[config.mk]
export PLATFORM = sky130hd
export DESIGN_NAME = pico9_uart
export DESIGN_NICKNAME = d
export VERILOG_FILES = /design/src/rtl/pico9_uart.sv
export SDC_FILE = /design/constraint.sdc
export NUM_CORES = 1
export LEC_CHECK = 0
export CAP_MARGIN = 20
export CORE_UTILIZATION = 29
export DETAILED_ROUTE_END_ITERATION = 7
export SYNTH_ARGS = -nofsm -noshare
export SYNTH_HDL_FRONTEND = slang
export SYNTH_SLANG_ARGS = --single-unit
[constraint.sdc]
create_clock -name clk -period 2.8 [get_ports clk]
set_clock_uncertainty 0.2 [all_clocks]
set_input_delay 0.56 -clock clk [delete_from_list [all_inputs] [get_ports clk]]
set_output_delay 0.56 -clock clk [all_outputs]
set_load 0.01 [all_outputs]
[src/rtl/pico9_uart.sv]
// rtl/pico9_uart.sv - pico9 I/O-bus UART with 4-deep TX/RX FIFOs, 8N1 framing
module pico9_uart #(
    parameter int         FIFO_AW  = 2,
    parameter logic [8:0] DIV_INIT = 9'd103
) (
    input  logic       clk,
    input  logic       reset,
    input  logic [2:0] port,
    input  logic       iord,
    input  logic       iowr,
    input  logic [8:0] data_out,
    output logic [8:0] data_in,
    output logic       txd,
    input  logic       rxd
);
    localparam int DEPTH = 1 << FIFO_AW;

    typedef enum logic [1:0] {TX_IDLE, TX_START, TX_DATA, TX_STOP} tx_state_t;
    typedef enum logic [2:0] {RX_IDLE, RX_START, RX_DATA, RX_STOP, RX_BREAK} rx_state_t;

    logic [8:0]       div_q;
    logic [7:0]       tx_mem_q [DEPTH];
    logic [7:0]       rx_mem_q [DEPTH];
    logic [FIFO_AW:0] tx_wp_q, tx_rp_q, rx_wp_q, rx_rp_q;
    logic             tx_ovf_q, frame_err_q, rx_ovr_q;
    logic             tx_ovf_d, frame_err_d, rx_ovr_d;
    tx_state_t        tx_st_q;
    logic [8:0]       tx_cnt_q;
    logic [2:0]       tx_bit_q;
    logic [7:0]       tx_sh_q;
    logic             txd_q;
    rx_state_t        rx_st_q;
    logic [8:0]       rx_cnt_q;
    logic [2:0]       rx_bit_q;
    logic [7:0]       rx_sh_q;
    logic [1:0]       sync_q;

    // Divisor values below 3 are kept as written but timed as 3
    logic [8:0] div_eff;
    assign div_eff = (div_q < 9'd3) ? 9'd3 : div_q;

    logic rx_s;
    assign rx_s = sync_q[1];

    logic tx_empty, tx_full, rx_empty, rx_full, tx_idle;
    assign tx_empty = (tx_wp_q == tx_rp_q);
    assign tx_full  = (tx_wp_q[FIFO_AW] != tx_rp_q[FIFO_AW]) &&
                      (tx_wp_q[FIFO_AW-1:0] == tx_rp_q[FIFO_AW-1:0]);
    assign rx_empty = (rx_wp_q == rx_rp_q);
    assign rx_full  = (rx_wp_q[FIFO_AW] != rx_rp_q[FIFO_AW]) &&
                      (rx_wp_q[FIFO_AW-1:0] == rx_rp_q[FIFO_AW-1:0]);
    assign tx_idle  = tx_empty && (tx_st_q == TX_IDLE);

    // The engine reloads from IDLE or straight out of the last stop-bit clock (no gap)
    logic tx_pop, tx_push_req, tx_push, rx_pop, rx_push_req, rx_push, frame_set, flag_clr;
    assign tx_pop      = !tx_empty && ((tx_st_q == TX_IDLE) ||
                                       (tx_st_q == TX_STOP && tx_cnt_q == 9'd0));
    assign tx_push_req = iowr && (port == 3'd0);
    assign tx_push     = tx_push_req && (!tx_full || tx_pop);
    assign rx_pop      = iord && (port == 3'd0) && !rx_empty;
    assign rx_push_req = (rx_st_q == RX_STOP) && (rx_cnt_q == 9'd0) && rx_s;
    assign rx_push     = rx_push_req && (!rx_full || rx_pop);
    assign frame_set   = (rx_st_q == RX_STOP) && (rx_cnt_q == 9'd0) && !rx_s;
    assign flag_clr    = iowr && (port == 3'd1);

    // Sticky flags: a set in the same cycle as a clear wins
    assign tx_ovf_d    = (tx_ovf_q    & ~(flag_clr & data_out[6])) | (tx_push_req & ~tx_push);
    assign frame_err_d = (frame_err_q & ~(flag_clr & data_out[5])) | frame_set;
    assign rx_ovr_d    = (rx_ovr_q    & ~(flag_clr & data_out[4])) | (rx_push_req & ~rx_push);

    // Zero-latency read mux; port 0 pop happens at the closing edge
    always_comb begin
        data_in = 9'h000;
        if (iord && reset) begin
            case (port)
                3'd0:    data_in = rx_empty ? 9'h100 : {1'b0, rx_mem_q[rx_rp_q[FIFO_AW-1:0]]};
                3'd1:    data_in = {2'b00, tx_ovf_q, frame_err_q, rx_ovr_q,
                                    tx_idle, tx_full, rx_full, rx_empty};
                3'd2:    data_in = div_q;
                default: data_in = 9'h000;
            endcase
        end
    end

    // FIFO storage needs no reset; the pointers define what is valid
    always_ff @(posedge clk) begin
        if (tx_push) tx_mem_q[tx_wp_q[FIFO_AW-1:0]] <= data_out[7:0];
        if (rx_push) rx_mem_q[rx_wp_q[FIFO_AW-1:0]] <= rx_sh_q;
    end

    // Pointers, divisor, sticky flags and the rxd synchroniser
    always_ff @(posedge clk or negedge reset) begin
        if (!reset) begin
            tx_wp_q     <= '0;
            tx_rp_q     <= '0;
            rx_wp_q     <= '0;
            rx_rp_q     <= '0;
            div_q       <= DIV_INIT;
            tx_ovf_q    <= 1'b0;
            frame_err_q <= 1'b0;
            rx_ovr_q    <= 1'b0;
            sync_q      <= 2'b11;
        end else begin
            if (tx_push) tx_wp_q <= tx_wp_q + 1'b1;
            if (tx_pop)  tx_rp_q <= tx_rp_q + 1'b1;
            if (rx_push) rx_wp_q <= rx_wp_q + 1'b1;
            if (rx_pop)  rx_rp_q <= rx_rp_q + 1'b1;
            if (iowr && port == 3'd2) div_q <= data_out;
            tx_ovf_q    <= tx_ovf_d;
            frame_err_q <= frame_err_d;
            rx_ovr_q    <= rx_ovr_d;
            sync_q      <= {sync_q[0], rxd};
        end
    end

    // TX engine: start, 8 data bits LSB first, stop; txd is a registered output
    always_ff @(posedge clk or negedge reset) begin
        if (!reset) begin
            tx_st_q  <= TX_IDLE;
            tx_cnt_q <= 9'd0;
            tx_bit_q <= 3'd0;
            tx_sh_q  <= 8'd0;
            txd_q    <= 1'b1;
        end else begin
            case (tx_st_q)
                TX_IDLE: begin
                    txd_q <= 1'b1;
                    if (tx_pop) begin
                        tx_sh_q  <= tx_mem_q[tx_rp_q[FIFO_AW-1:0]];
                        tx_cnt_q <= div_eff;
                        txd_q    <= 1'b0;
                        tx_st_q  <= TX_START;
                    end
                end
                TX_START: begin
                    if (tx_cnt_q == 9'd0) begin
                        txd_q    <= tx_sh_q[0];
                        tx_sh_q  <= {1'b0, tx_sh_q[7:1]};
                        tx_cnt_q <= div_eff;
                        tx_bit_q <= 3'd0;
                        tx_st_q  <= TX_DATA;
                    end else begin
                        tx_cnt_q <= tx_cnt_q - 9'd1;
                    end
                end
                TX_DATA: begin
                    if (tx_cnt_q == 9'd0) begin
                        tx_cnt_q <= div_eff;
                        if (tx_bit_q == 3'd7) begin
                            txd_q   <= 1'b1;
                            tx_st_q <= TX_STOP;
                        end else begin
                            txd_q    <= tx_sh_q[0];
                            tx_sh_q  <= {1'b0, tx_sh_q[7:1]};
                            tx_bit_q <= tx_bit_q + 3'd1;
                        end
                    end else begin
                        tx_cnt_q <= tx_cnt_q - 9'd1;
                    end
                end
                default: begin
                    if (tx_cnt_q == 9'd0) begin
                        if (tx_pop) begin
                            tx_sh_q  <= tx_mem_q[tx_rp_q[FIFO_AW-1:0]];
                            tx_cnt_q <= div_eff;
                            txd_q    <= 1'b0;
                            tx_st_q  <= TX_START;
                        end else begin
                            tx_st_q <= TX_IDLE;
                        end
                    end else begin
                        tx_cnt_q <= tx_cnt_q - 9'd1;
                    end
                end
            endcase
        end
    end

    assign txd = txd_q;

    // RX engine: half-bit start qualify, mid-bit sampling, break wait after a bad stop
    always_ff @(posedge clk or negedge reset) begin
        if (!reset) begin
            rx_st_q  <= RX_IDLE;
            rx_cnt_q <= 9'd0;
            rx_bit_q <= 3'd0;
            rx_sh_q  <= 8'd0;
        end else begin
            case (rx_st_q)
                RX_IDLE: begin
                    if (!rx_s) begin
                        rx_cnt_q <= {1'b0, div_eff[8:1]} - 9'd1;
                        rx_st_q  <= RX_START;
                    end
                end
                RX_START: begin
                    if (rx_cnt_q == 9'd0) begin
                        rx_cnt_q <= div_eff;
                        rx_bit_q <= 3'd0;
                        rx_st_q  <= rx_s ? RX_IDLE : RX_DATA;
                    end else begin
                        rx_cnt_q <= rx_cnt_q - 9'd1;
                    end
                end
                RX_DATA: begin
                    if (rx_cnt_q == 9'd0) begin
                        rx_sh_q  <= {rx_s, rx_sh_q[7:1]};
                        rx_cnt_q <= div_eff;
                        rx_bit_q <= rx_bit_q + 3'd1;
                        if (rx_bit_q == 3'd7) rx_st_q <= RX_STOP;
                    end else begin
                        rx_cnt_q <= rx_cnt_q - 9'd1;
                    end
                end
                RX_STOP: begin
                    if (rx_cnt_q == 9'd0) begin
                        rx_st_q <= rx_s ? RX_IDLE : RX_BREAK;
                    end else begin
                        rx_cnt_q <= rx_cnt_q - 9'd1;
                    end
                end
                RX_BREAK: begin
                    if (rx_s) rx_st_q <= RX_IDLE;
                end
                default: rx_st_q <= RX_IDLE;
            endcase
        end
    end
endmodule

==> results of run 1 <==
critical path, cell delays in order, from the launching register on:
cell	delay (ns)
dfrtp_2	0.44
buf_6	0.13
buf_6	0.10
mux4_2	0.55
nor3b_4	0.18
a21oi_2	0.12
nor3_2	0.05
buf_2	0.13
path summary, 6_finish.rpt:
path	startpoint	to	slack, ns	depth (start not counted)
setup / recovery	rx_rp_q[0]$_DFFE_PN0P_	data_in[7]	-0.08	7
hold / removal	sync_q[0]$_DFF_PN1_	sync_q[1]$_DFF_PN1_	0.15	0
setup reg to reg	rx_cnt_q[0]$_DFFE_PN0P_	rx_cnt_q[4]$_DFFE_PN0P_	0.16	8
hold reg to reg	sync_q[0]$_DFF_PN1_	sync_q[1]$_DFF_PN1_	0.15	0
max in group asynchronous	reset	rx_rp_q[0]$_DFFE_PN0P_	0.89	4
min in group asynchronous	reset	rx_sh_q[6]$_DFFE_PN0P_	0.49	3
stage by stage:
| step | hold slack (ns) | instances | TNS, ns |
|---|---|---|---|
| 6_report | 0.148 | 1006 | -0.206 |
| 5_1_grt | 0.153 | 1006 | -0.876 |
| 4_1_cts | 0.149 | 1004 | -0.332 |
| 3_5_place_dp | 0.147 | 968 | -13.49 |
| 3_3_place_gp | 0.149 | 968 | -14.79 |
| 2_1_floorplan | 0.0644 | 598 | 0 |
layout make-up:
cell class	instances	area, um2
Inverter	14	52.6
Multi-Input combinational cell	413	3260
Clock buffer	19	443
Clock inverter	13	121
Timing Repair Buffer	92	830
Sequential cell	136	3730
Tap cell	319	399
Fill cell	2321	14900
synthesized netlist by cell type, types with 4 or more instances:
library cell	count	share of area, %
nor2_1	45	2.4
o31ai_1	6	0.63
o221a_2	7	1.1
dfrtp_1	64	23
mux2_2	19	3.0
a211o_1	5	0.62
nand3_1	6	0.42
a31oi_1	7	0.62
nand2b_1	9	0.79
a211oi_1	8	0.85
inv_1	14	0.74
o2bb2ai_1	4	0.49
xor2_1	10	1.2
ha_1	22	3.9
nor3b_1	4	0.42
clkbuf_1	22	1.2
mux2i_1	9	1.3
xnor2_1	13	1.6
nand2_1	47	2.5
o21ai_0	28	2.0
or3_1	4	0.35
and3b_1	4	0.49
a22oi_1	7	0.74
buf_2	6	0.42
a21oi_1	29	2.0
mux4_2	16	5.1
a22o_1	6	0.74
or4_1	10	1.1
o22ai_1	4	0.35
dfstp_2	8	3.0
nor3_1	14	0.99
edfxtp_1	64	27
nor4_1	8	0.70
nor2b_1	5	0.44
and2_1	10	0.88
per-layer routing:
layer / global-route usage [%] / vias to the layer above / part of all wire (%)
met5: 0 / - / 0
met4: 4.76 / 0 / 1.1
met3: 2.83 / 14 / 3.7
met2: 23.3 / 110 / 48
met1: 19.9 / 2512 / 47
li1: - / 2408 / -
cell families after synthesis:
family,Yosys count
adders and majority gates,22
and+or+nand+nor,186
buffers and inverters,49
AOI/OAI and AO/OA,138
xor gates and xnor gates,23
DFF,136
muxes,44
where the power goes:
| group | switching (uW) | leakage, uW | internal [uW] |
|---|---|---|---|
| Combinational | 1920 | 0.00169 | 1720 |
| Clock | 895 | 0.000268 | 1250 |
| Sequential | 440 | 0.00149 | 2480 |
flip-flops by register name (all words and copies together), names as in the netlist:
signal	flops
rx_mem_q	32
tx_sh_q	8
rx_cnt_q	9
txd	1
rx_bit_q	3
rx_st_q	3
frame_err_q	1
rx_sh_q	8
rx_ovr_q	1
rx_wp_q	3
tx_st_q	2
tx_mem_q	32
tx_cnt_q	9
div_q	9
sync_q	2
rx_rp_q	3
tx_rp_q	3
tx_bit_q	3
tx_ovf_q	1
tx_wp_q	3
timing repair:
action                                  in CTS  in global routing
resized for setup                           49                 16
pin swaps                                    7                  3
setup buffers                                4                  2
hold buffers                                 1                  0
endpoints found under the hold margin       23                  0
endpoints found under the setup margin       9                 43
==> flow_summary_export.csv, run 1 <==
group,metric,value,unit
sta,fmaxAchievable,347,MHz
synth,async_reset_ff_share,52.9,%
synth,synth_area,7100,um2
synth,ys.flop_type,"edfxtp_1",
placed_design,post-place-ws,-0.340,ns
global_routing,grt_pass1_vias,5029,
placed_design,portBuffers,26,
finish,layout-drive-gt1-share,28.2,%
finish,layout_common_cells,"edfxtp_1 (64), dfrtp_1 (63), buf_4 (53), nand2_1 (47), nor2_1 (45)",
route,drt-initial-drc-count,489,
route,wirelength,16900,um
sta,fin_crit,2.88,ns
sta,slew_headroom,48.9,%
global_routing,grt_max_degree,47,
route,num_vias,5044,
synth,synth-compound-area-share,13.9,%
finish,final_cell_area,8840,um2
sta,setup_ws,-0.0837,ns
sta,finalSetupViolCount,7,
synth,syn_nets,637,
die,die_w,158,um
pwr,totalPowerFinal,8720,uW
synth,synth-simple-area-share,14.3,%
die,ioPinCount,27,
clocking,clk_pin_slew,0.06,ns
global_routing,antenna_found_initial,0,
setup_path,cp.required,2.04,ns
synth,synth_cell_types,71,
setup_path,arrival,2.12,ns
global_routing,grt_pass1_wl,27600,um
worst_hold_path,hold_path.class,"reg -> reg",
route,dr.pass1.iters,4,
synth,yosys_warnings,0,
synth,yosysSeqAreaShare,52.6,%
pwr,cellLeakagePower,0.00345,uW
route,wl_per_cell,16.8,um
pwr,ir_worst_vdd,519,uV
synth,ys_seq_elements,136,
finish,finish.utilization,37.2,%
run_status,outcome,"finished with violations",
die,core.rowCount,56,
clocking,clkLatencyLatePin,0.43,ns
setup_path,endpoint_kind,"output pin",
sta,rsz0062_at_grt,"yes",
setup_path,cp-start-kind,"flip-flop",
run_status,violations,"negative setup slack",
route,antenna_left,0,
pwr,power_density,986,nW/um2
placed_design,dp.final_hpwl,11700,um
synth,synthAdderAreaFrac,3.88,%
job,cap_viol_max_count,0,
clocking,cts_root_buffer,"clkbuf_16",
setup_path,worstSetupPathType,"reg -> out",
die,dieArea,25100,um2
global_routing,grt_overflow,0,
sta,final_hold_viol_count,0,
sta,timing.final.crit_share,103,%
route,avgViaCountPerCell,5.01,
sta,max_slew.worst_pin.slew,0.767,ns
clocking,htreeDepth,4,
synth,synth.avg_cell_area,11.9,um2
synth,syn_inst,598,
placed_design,gp_congestion,0.782,
setup_path,cp_max_fo,4,
clocking,clock_sinks,136,
synth,synthXorXnorAreaFrac,2.84,%
route,remaining_drc_errors,0,
die,die_h,158,um
synth,synth_edf_count,64,
global_routing,grtUsageTotal,14.6,%
die,start_util,29.9,%
finish,area_growth,24.5,%
finish,diodes,0,
synth,synth_mux_area_share,9.36,%
placed_design,dpl-instance-area,8140,um2
clocking,cts_tree,"built",
clocking,cts_buffers,17,
clocking,clockBufferDepth,2,
finish,final_common_cell,"edfxtp_1",
synth,synth_top_family_by_area,"simple AND/OR/NAND/NOR gates",
finish,nNetsFinal,713,
sta,drv_slew,0,
die,core_area,23800,um2
Note: power is estimated with default switching activity, not from simulation.
==> run 2, diff against run 1 <==
GPL_TIMING_DRIVEN = 0   (was not set)
==> run 2 against run 1 <==
Against the previous run:
- the flow still finishes with violations (negative setup slack)
- clock power is 7% higher
- utilization is 0.17 points lower
- design area is 0.45% lower
- critical endpoint unchanged
==> flow_summary_export.csv, run 2 (synthesis results as in run 1) <==
group,metric,value,unit
run_status,outcome,"finished with violations",
run_status,violations,"negative setup slack",
pwr,ir_worst_vdd,560,uV
clocking,clk_pin_slew,0.06,ns
die,die_w,158,um
finish,regArea,3730,um2
sta,setup_ws,-0.0763,ns
setup_path,arrival,2.12,ns
pwr,cellLeakagePower,0.00339,uW
clocking,cts_tree,"built",
route,wirelength,16700,um
finish,multi_input_area,3390,um2
setup_path,cp_max_fo,6,
sta,max_slew.worst_pin.slew,0.799,ns
finish,layout-drive-gt1-share,26.5,%
route,num_vias,5031,
route,antenna_left,0,
global_routing,antenna_found_initial,0,
finish,nNetsFinal,695,
sta,rsz0062_at_grt,"yes",
route,wl_per_cell,16.9,um
sta,fin_crit,2.88,ns
global_routing,grt_overflow,0,
sta,holdWs,0.0714,ns
pwr,power_density,1010,nW/um2
global_routing,grt_pass1_wl,27100,um
die,ioPinCount,27,
clocking,cts_buffers,17,
finish,finish.utilization,37.1,%
finish,area_growth,24.0,%
finish,fill_cells,2294,
placed_design,portBuffers,24,
die,die_h,158,um
sta,final_hold_viol_count,0,
sta,tns,-0.165,ns
sta,slew_headroom,46.6,%
sta,fmaxAchievable,348,MHz
setup_path,r2r_cells,8,
die,start_util,29.9,%
worst_hold_path,hold_path.class,"in -> async",
clocking,cts_root_buffer,"clkbuf_16",
clocking,clockBufferDepth,2,
sta,timing.final.crit_share,103,%
global_routing,grt_max_degree,30,
setup_path,endpoint_kind,"output pin",
finish,diodes,0,
global_routing,grt_pass1_vias,4973,
clocking,clkLatencyLatePin,0.43,ns
clocking,htreeDepth,4,
sta,drv_slew,0,
route,avgViaCountPerCell,5.09,
setup_path,reg2reg_setup_slack,0.13,ns
die,core_area,23800,um2
die,dieArea,25100,um2
route,drt-initial-drc-count,251,
setup_path,r2r-start,"tx_cnt_q[0]$_DFF_PN0_",
setup_path,cp-start-kind,"flip-flop",
route,remaining_drc_errors,0,
placed_design,gp_congestion,0.841,
clocking,clock_sinks,136,
sta,finalSetupViolCount,3,
placed_design,dp.final_hpwl,11000,um
route,dr.pass1.iters,4,
finish,layout_common_cells,"dfrtp_1 (64), edfxtp_1 (64), nand2_1 (46), nor2_1 (45), o21ai_0 (28)",
setup_path,worstSetupPathType,"reg -> out",
die,core.rowCount,56,
global_routing,grtUsageTotal,14.4,%
pwr,totalPowerFinal,8900,uW
setup_path,cp.required,2.04,ns
setup_path,r2r-end,"txd$_DFFE_PN1P_",
job,cap_viol_max_count,0,
-- run 2: area by class of cell --
cell class                 instances  share of cell area [%]
clock buffer                      19                    5.03
buffer                            32                    2.32
clock inverter                    13                    1.80
inverter                          14                   0.597
timing repair buffer              42                    4.76
tap                              319                    4.53
sequential                       136                    42.4
multi-input combinational        413                    38.5
-- run 2: metal layers --
metal,GRT usage (%),wire [um],vias to the layer above
li1,-,-,2381
met4,4.99,265,0
met2,24.0,8280,101
met1,18.2,7600,2529
met3,3.32,557,20
met5,0,0,-
-- run 2: worst max path at each step --
stage                                to               startpoint  cells past startpoint  slack, ns
2_1_floorplan  rx_mem_q[3][0]$_DFFE_PP_  rx_cnt_q[0]$_DFFE_PN0P_                      6       0.28
3_3_place_gp                 data_in[8]                    reset                      5      -3.24
3_5_place_dp                 data_in[6]                  port[1]                      8      -0.65
4_1_cts                      data_in[0]   rx_rp_q[0]$_DFFE_PN0P_                      7      -0.05
5_1_grt                      data_in[3]   rx_rp_q[0]$_DFFE_PN0P_                      8      -0.16
6_report                     data_in[7]   rx_rp_q[0]$_DFFE_PN0P_                      7      -0.08
-- run 2: per-stage QoR --
stage / instances / worst slack [ns] / instance area, um2
final: 988 / -0.0763 / 8800
after global routing: 988 / -0.164 / 8800
after CTS: 986 / -0.0487 / 8710
after detailed placement: 942 / -0.651 / 7760
after global placement: 941 / -3.24 / 7740
after floorplan: 598 / 0.278 / 7100
-- run 2: repair_timing --
action,in CTS,in global routing
resized for setup,88,18
hold buffers,2,0
setup buffers,10,4
endpoints found under the setup margin,51,84
cloned,1,0
pin swaps,5,6
endpoints found under the hold margin,14,0
-- run 2: report_power, final --
part           switching (uW)  total (uW)  leakage (uW)  internal (uW)
Clock                     932        2290      0.000293           1360
Sequential                417        2900       0.00149           2480
Combinational            1980        3710       0.00160           1730
Total                    3330        8900       0.00339           5570
-- run 2: critical path: stages, from the launching register on --
cell,delay [ns]
dfrtp_1,0.40
buf_12,0.16
buf_12,0.11
mux4_2,0.47
nor3b_1,0.15
a21oi_1,0.17
nor3_1,0.07
buf_2,0.15
==> run 3, diff against run 2 <==
PLACE_DENSITY = 0.41   (was not set)
==> run 3 against run 2 <==
Against the previous run:
- the flow still finishes with violations (negative setup slack)
- combinational power increased by 2%
- critical path depth down 1
- sequential power hardly changed
- non-clock buffer count grew 2
- register-to-register slack improved by 0.04 ns
- worst hold slack worse by 0.039 ns
- maximum frequency is 0.68% lower
- total power grew 1.6%
==> flow_summary_export.csv, run 3 (synthesis results as in run 1) <==
group,metric,value,unit
run_status,outcome,"finished with violations",
run_status,violations,"negative setup slack",
sta,holdWs,0.0328,ns
clocking,cts_buffers,17,
global_routing,use_met2,25.3,%
die,ioPinCount,27,
placed_design,portBuffers,24,
sta,timing.final.crit_share,103,%
die,die_h,158,um
die,die_w,158,um
sta,fmaxAchievable,345,MHz
worst_hold_path,hold_path.class,"in -> async",
route,wl_per_cell,18.1,um
global_routing,globalRouteMet1Util,20.8,%
pwr,totalPowerFinal,9040,uW
setup_path,cp-start-kind,"flip-flop",
setup_path,crit_chain,"buf_12, buf_12, mux4_2, a221oi_4, a211oi_2, buf_2",
clocking,cts_root_buffer,"clkbuf_16",
setup_path,setup.worst_path.start,"rx_rp_q[0]$_DFFE_PN0P_",
setup_path,cp_max_fo,6,
placed_design,dp_cells,942,
sta,slew_headroom,47.8,%
clocking,clock_sinks,136,
sta,tns,-0.407,ns
sta,fin_crit,2.90,ns
finish,nNetsFinal,697,
global_routing,grt_overflow,0,
route,dr.pass1.iters,4,
finish,layout-drive-gt1-share,27.9,%
clocking,clkLatencyLatePin,0.43,ns
die,core_area,23800,um2
global_routing,grt_pass1_wl,28800,um
pwr,cellLeakagePower,0.00343,uW
setup_path,r2r-start,"tx_cnt_q[0]$_DFF_PN0_",
sta,drv_slew,0,
clocking,htreeDepth,4,
job,cap_viol_max_count,0,
route,num_vias,4991,
setup_path,endpoint_kind,"output pin",
setup_path,cp_num_buf_inv,3,
setup_path,cp_slowest_cell,"mux4_2",
die,core.rowCount,56,
sta,setup_ws,-0.0958,ns
placed_design,gp_congestion,0.839,
global_routing,grt_max_degree,38,
clocking,cts_tree,"built",
route,avgViaCountPerCell,5.04,
global_routing,use_met3,2.61,%
finish,regArea,3730,um2
die,dieArea,25100,um2
setup_path,cp.required,2.04,ns
setup_path,arrival,2.14,ns
sta,rsz0062_at_grt,"yes",
clocking,clockBufferDepth,2,
global_routing,grt_pass1_vias,5123,
route,drt-initial-drc-count,257,
finish,layout_common_cells,"dfrtp_1 (64), edfxtp_1 (64), nand2_1 (46), nor2_1 (44), o21ai_0 (28)",
setup_path,slowest_delay,0.55,ns
finish,area_growth,25.3,%
sta,max_slew.worst_pin.slew,0.781,ns
finish,stdcell_count,990,
die,start_util,29.9,%
finish,fill_cells,2319,
global_routing,grtUsageTotal,15.5,%
clocking,clk_pin_slew,0.07,ns
pwr,power_density,1020,nW/um2
route,antenna_left,0,
sta,final_hold_viol_count,0,
setup_path,worstSetupPathType,"reg -> out",
finish,diodes,0,
global_routing,grt_busiest_layer,"met2",
finish,multi_input_area,3410,um2
setup_path,crit_top_cell,"buf_12",
route,wirelength,18000,um
sta,finalSetupViolCount,6,
finish,finish.utilization,37.5,%
setup_path,critPathTopFamily,"multiplexers",
route,remaining_drc_errors,0,
pwr,ir_worst_vdd,435,uV
placed_design,dp.final_hpwl,12400,um
global_routing,antenna_found_initial,0,
-- run 3: cell count changes in the layout (fill, tap and decap cells not counted), moves of 2 or more --
cell | before | now
and2_2 | 3 | 8
inv_8 | 0 | 5
and2_4 | 5 | 1
buf_6 | 5 | 8
clkbuf_1 | 17 | 14
inv_6 | 7 | 4
buf_4 | 14 | 12
xnor2_2 | 1 | 3
xnor2_4 | 2 | 0
-- run 3: what timing repair did --
| item | 4_1_cts | 5_1_grt |
|---|---|---|
| hold endpoints to repair | 27 | 0 |
| endpoints found under the setup margin | 85 | 94 |
| pin swaps | 12 | 4 |
| resized for setup | 93 | 20 |
| hold buffers | 5 | 0 |
| setup buffers | 11 | 6 |
-- run 3: metal layers --
layer,wire (um),up-vias
met5,0,-
met4,203,0
met3,458,14
met2,8730,57
met1,8570,2537
li1,-,2383
-- run 3: per-stage QoR --
stage | area (um2) | setup WS, ns
2_1_floorplan | 7100 | 0.278
3_3_place_gp | 7740 | -3.19
3_5_place_dp | 7760 | -0.658
4_1_cts | 8760 | -0.135
5_1_grt | 8900 | -0.201
6_report | 8900 | -0.0958
-- run 3: area by class of cell --
| cell class | instances | share of cell area, % |
|---|---|---|
| timing repair buffer | 46 | 5.37 |
| buffer | 30 | 2.25 |
| sequential | 136 | 42.0 |
| tap | 319 | 4.49 |
| clock buffer | 18 | 5.06 |
| multi-input combinational | 413 | 38.4 |
| clock inverter | 14 | 1.91 |
| inverter | 14 | 0.591 |
-- run 3: final timing paths --
kind | endpoint | slack (ns) | cells after the start
max in group asynchronous | rx_cnt_q[2]$_DFFE_PN0P_ | 1.66 | 4
min in group clk | sync_q[1]$_DFF_PN1_ | 0.16 | 0
hold / removal | sync_q[1]$_DFF_PN1_ | 0.03 | 2
hold reg to reg | sync_q[1]$_DFF_PN1_ | 0.16 | 0
setup / recovery | data_in[0] | -0.1 | 6
setup reg to reg | tx_st_q[0]$_DFFE_PN0P_ | 0.17 | 7
-- run 3: where the power goes --
part           switching (uW)  internal (uW)  leakage (uW)
sequential                442           2480       0.00149
clock                    1010           1330      0.000302
combinational            2030           1740       0.00164
total                    3480           5560       0.00343
